[config.mk]
export PLATFORM = sky130hd
export DESIGN_NAME = regfile_write_arbiter
export DESIGN_NICKNAME = d
export VERILOG_FILES = /design/src/rtl/regfile_write_arbiter.sv
export SDC_FILE = /design/constraint.sdc
export NUM_CORES = 1
export LEC_CHECK = 0
export BUFFER_PORTS_ARGS = -buffer_cell sky130_fd_sc_hd__buf_2
export CAP_MARGIN = 25
export CORE_MARGIN = 5
export CORE_UTILIZATION = 42
export DETAILED_ROUTE_END_ITERATION = 6
export GPL_ROUTABILITY_DRIVEN = 0
export GPL_TIMING_DRIVEN = 1
export PLACE_DENSITY = 0.9
export SYNTH_ARGS = -nofsm -noshare
export SYNTH_HDL_FRONTEND = slang
export SYNTH_SLANG_ARGS = --single-unit
[constraint.sdc]
create_clock -name clk -period 2.4 [get_ports clk]
set_input_delay 0.48 -clock clk [delete_from_list [all_inputs] [get_ports clk]]
set_output_delay 0.48 -clock clk [all_outputs]
set_load 0.1 [all_outputs]
[src/rtl/regfile_write_arbiter.sv]
`default_nettype none
// ============================================================================
// Module      : regfile_write_arbiter
// Description : Round-robin arbiter sharing the register file write port
//               between the ALU write-back path and the load path. The
//               winning write is held in a one-stage write slot that drives
//               the register file. Read-after-write hazards against the two
//               read ports are resolved here. A saturating counter records
//               contested cycles for performance debug.
//               Optional feature macro: REGFILE_BYPASS_EN
//                 defined   -> hazarded reads are forwarded from the slot
//                 undefined -> hazarded reads raise rd_stall
// Revision    : 1.0 - initial release
// ============================================================================
module regfile_write_arbiter (
  input  logic       clk,
  input  logic       reset,
  input  logic       alu_req,
  input  logic [2:0] alu_addr,
  input  logic [7:0] alu_data,
  output logic       alu_gnt,
  input  logic       ld_req,
  input  logic [2:0] ld_addr,
  input  logic [7:0] ld_data,
  output logic       ld_gnt,
  output logic       wr_en,
  output logic [2:0] wr_addr,
  output logic [7:0] wr_data,
  input  logic [2:0] rd_sel1,
  input  logic [2:0] rd_sel2,
  input  logic [7:0] rf_data1,
  input  logic [7:0] rf_data2,
  output logic [7:0] rd_data1,
  output logic [7:0] rd_data2,
  output logic       rd_stall,
  output logic [7:0] conflict_cnt
);

  localparam logic       WIN_ALU  = 1'b0;
  localparam logic       WIN_LD   = 1'b1;
  localparam logic [7:0] CNT_MAX  = 8'hFF;

  // Requester that won the most recent grant; the other one wins a contest.
  logic last_winner;
  logic any_gnt;
  logic hazard1;
  logic hazard2;

  // Grant decode: lone requester always wins, contest goes to the non-last winner.
  always_comb begin
    alu_gnt = 1'b0;
    ld_gnt  = 1'b0;
    if (reset) begin
      if (alu_req && ld_req) begin
        alu_gnt = (last_winner == WIN_LD);
        ld_gnt  = (last_winner == WIN_ALU);
      end else begin
        alu_gnt = alu_req;
        ld_gnt  = ld_req;
      end
    end
  end

  assign any_gnt = alu_gnt | ld_gnt;

  // Round-robin pointer: remember who won every grant, contested or not.
  always_ff @(posedge clk) begin
    if (!reset) begin
      last_winner <= WIN_LD;
    end else if (any_gnt) begin
      last_winner <= ld_gnt ? WIN_LD : WIN_ALU;
    end
  end

  // Write slot: capture the winner, otherwise go invalid and hold address/data.
  always_ff @(posedge clk) begin
    if (!reset) begin
      wr_en   <= 1'b0;
      wr_addr <= 3'd0;
      wr_data <= 8'h00;
    end else begin
      wr_en <= any_gnt;
      if (alu_gnt) begin
        wr_addr <= alu_addr;
        wr_data <= alu_data;
      end else if (ld_gnt) begin
        wr_addr <= ld_addr;
        wr_data <= ld_data;
      end
    end
  end

  // Contested-cycle counter, sticks at its maximum instead of wrapping.
  always_ff @(posedge clk) begin
    if (!reset) begin
      conflict_cnt <= 8'h00;
    end else if (alu_req && ld_req && (conflict_cnt != CNT_MAX)) begin
      conflict_cnt <= conflict_cnt + 8'h01;
    end
  end

  // A read hits the slot when it targets the register being written this cycle.
  assign hazard1 = wr_en && (wr_addr == rd_sel1);
  assign hazard2 = wr_en && (wr_addr == rd_sel2);

`ifdef REGFILE_BYPASS_EN
  // Forward slot data to any hazarded read port; no stall is ever needed.
  always_comb begin
    rd_data1 = hazard1 ? wr_data : rf_data1;
    rd_data2 = hazard2 ? wr_data : rf_data2;
    rd_stall = 1'b0;
  end
`else
  // Pass raw register file data and ask the consumer to retry on a hazard.
  always_comb begin
    rd_data1 = rf_data1;
    rd_data2 = rf_data2;
    rd_stall = hazard1 | hazard2;
  end
`endif

endmodule
`default_nettype wire

==> metrics.yaml <==
min_path_type: "in -> reg"
synth_top_family_by_area: "simple AND/OR/NAND/NOR gates"
first_pass_iters: 4
power_frac_comb_pct: 35.2
netlist_area_um2: 1124
cts.sinks: 21
crit_slowest_cell: "buf_2"
synth-adder-area-share_pct: 1.114
worstPathRequired_ns: 1.92
worst_setup_path_start_kind: "register"
cts_setup_buffers: 0
synth_compound_area_share_pct: 10.47
coreArea_um2: 2522
clk_pin_slew_ns: 0.11
synth_cell_types: 28
clockBufferDepth: 2
placed_cells: 209
synth.avg_cell_area_um2: 7.857
cts_made_buffers: 3
synth_mux_area_share_pct: 0
synth_seq_area_share_pct: 37.42
period_share_pct: 80.66
area_growth_pct: 21.60
drv_cap: 0
setup_viol: 0
routedWlPerCell_um: 12.86
startpoint: "wr_addr[2]"
critPathTopFamily: "buffers and inverters"
hp-start: "alu_data[7]"
fin_area_um2: 1366
timing.slew.headroom_pct: 66.87
synth.area.top_cells: "dfxtp_1 (37%), nand3_1 (13%), buf_4 (11%)"
path_max_fanout: 6
antenna_found_initial: 0
initial_core_util_pct: 44.54
postRouteAntennaNets: 0
die_x_um: 61.72
worstMarginPinSlew_ns: 0.5004
p_seq_share_pct: 45.8
drt_iter0_markers: 30
postCtsHoldBufs: 0
row_count: 18
grtUsageTotal_pct: 14.24
grt_max_degree: 15
synthXorXnorAreaFrac_pct: 3.898
synth_seq_cells: 21
power_switching_share_pct: 40.91
h-tree-depth: 1
max_freq_ghz: 0.5166
internal-power_uw: 502.3
port_buffers: 54
layout_min_cycle_time_ns: 1.936
die_area_um2: 3809
syn_inst: 143
finalPower_uw: 850.1
synth_top_area_share_pct: 37.42
leakage_nw: 0.6584
yosysWarnings: 0
antenna_cells: 0
finalMaxSlewViolations: 0
place_area_um2: 1339
rrSetupSlack_ns: 0.81
dp_hpwl_um: 2124
synth_top_area_cell: "dfxtp_1"
clock_latency_ns: 0.29
grt_pass1_vias: 992
die_h_um: 61.72
r2r_start: "conflict_cnt[0]"
synth-edff-count: 0
critPathMaxStageDelay_ns: 0.42
critical_path_class: "reg -> out"
grt_pass1_wl_um: 4209
syn_nets: 192
layout.nets: 233
wl_um: 2739
final_cell_count_no_fill: 213
final_cell_mix: "buf_2 (53), nand3_1 (29), nand2_1 (28)"
cts_tree: "built"
cp-end-kind: "output port"
num_vias: 1102
status: "completed"
fillCellCount: 254
hold_viol_final: 0
switching_power_uw: 347.8
ios: 87
clock_skew_ns: 0.004386
cp_data_arrival_time_ns: 1.46
drc: 0
post_cts_resized: 0
via_per_inst: 5.174
max-vdd-ir-drop_v: 0.0004252
root_buffer: "clkbuf_4"
multiInputGateArea_um2: 564.3
drive_gt1_share_pct: 37.16
pwr-share-clk_pct: 19.0
synthSimpleGateAreaFrac_pct: 34.41
synth-async-reset-ratio_pct: 0
powerDensity_nw_per_um2: 622.2
rsz0062_at_grt: "false"
final_common_cell: "buf_2"
crit_buf_inv: 1
synth-main-ff-cell: "dfxtp_1"
gr-total-overflow: 0
final.setup.tns_ns: 0
path_cells: "nor3b_1 > o211ai_1 > nand2_1 > buf_2"
seqCellArea_um2: 425.4
-- cell families after synthesis --
kind of cell,count (synthesis)
and+or+nand+nor,78
buffers and inverters,22
DFF,21
AOI/OAI and AO/OA,16
xor gates and xnor gates,5
adders and majority gates,1
-- stage by stage --
| step | setup slack (ns) | util, % | hold WS (ns) |
|---|---|---|---|
| after floorplan | 0.1564 | - | 0.4810 |
| after CTS | 0.4408 | 54.17 | 0.3785 |
| after global routing | 0.3896 | 54.17 | 0.3781 |
| after global placement | 0.5803 | 53.08 | 0.4291 |
| after detailed placement | 0.5490 | 53.08 | 0.4390 |
| final | 0.4642 | 54.17 | 0.3874 |
-- sequential cells by signal, summed over array words and instances, names as in the netlist --
signal and cells:
conflict_cnt 8, wr_data 8, wr_addr 3, last_winner 1, wr_en 1
-- synth_stat cells, types with 2 or more instances --
| library cell | n |
|---|---|
| nor3b_1 | 4 |
| dfxtp_1 | 21 |
| and2_1 | 2 |
| and3_1 | 2 |
| clkbuf_1 | 5 |
| buf_4 | 16 |
| nand4_1 | 2 |
| and4_1 | 2 |
| a21oi_1 | 2 |
| xnor2_1 | 5 |
| nand2b_1 | 2 |
| nand2_1 | 28 |
| nand3_1 | 29 |
| o21ai_0 | 4 |
| nor2_1 | 4 |
| a31oi_1 | 2 |
| o21a_1 | 2 |
-- area by class of cell --
class / instances / share of cell area (%)
multi-input combinational: 100 / 41.30
inverter: 1 / 0.2747
timing repair buffer: 57 / 22.53
tap: 30 / 2.747
sequential: 21 / 31.14
clock inverter: 1 / 0.3663
clock buffer: 3 / 1.648
-- worst register-to-register path: stages (launching register included) --
cell and delay, ns:
dfxtp_1 0.37, ha_1 0.22, nand3_1 0.19, o21bai_4 0.12, or4_1 0.50, a21boi_1 0.14
-- metal layers --
| layer | vias up | track usage (%) | wire [um] |
|---|---|---|---|
| li1 | 561 | - | - |
| met1 | 505 | 16.54 | 1085 |
| met2 | 32 | 25.26 | 1479 |
| met3 | 4 | 2.479 | 144 |
| met4 | 0 | 6.667 | 29 |
| met5 | - | 0 | 0 |
-- power by group through the flow --
| stage | Sequential (mW) | Combinational, mW | Clock (mW) |
|---|---|---|---|
| floorplan | 0.547 | 0.205 | 0 |
| global placement | 0.397 | 0.297 | 0 |
| detailed placement | 0.398 | 0.300 | 0 |
| CTS | 0.390 | 0.300 | 0.171 |
| global route | 0.394 | 0.313 | 0.182 |
| finish | 0.390 | 0.299 | 0.161 |
-- final timing paths --
| check | cells after the start | to |
|---|---|---|
| max reg2reg | 5 | conflict_cnt[5] |
| max | 4 | rd_stall |
| min | 3 | wr_data[7] |
| min reg2reg | 2 | wr_data[7] |
Note: power is estimated with default switching activity, not from simulation.
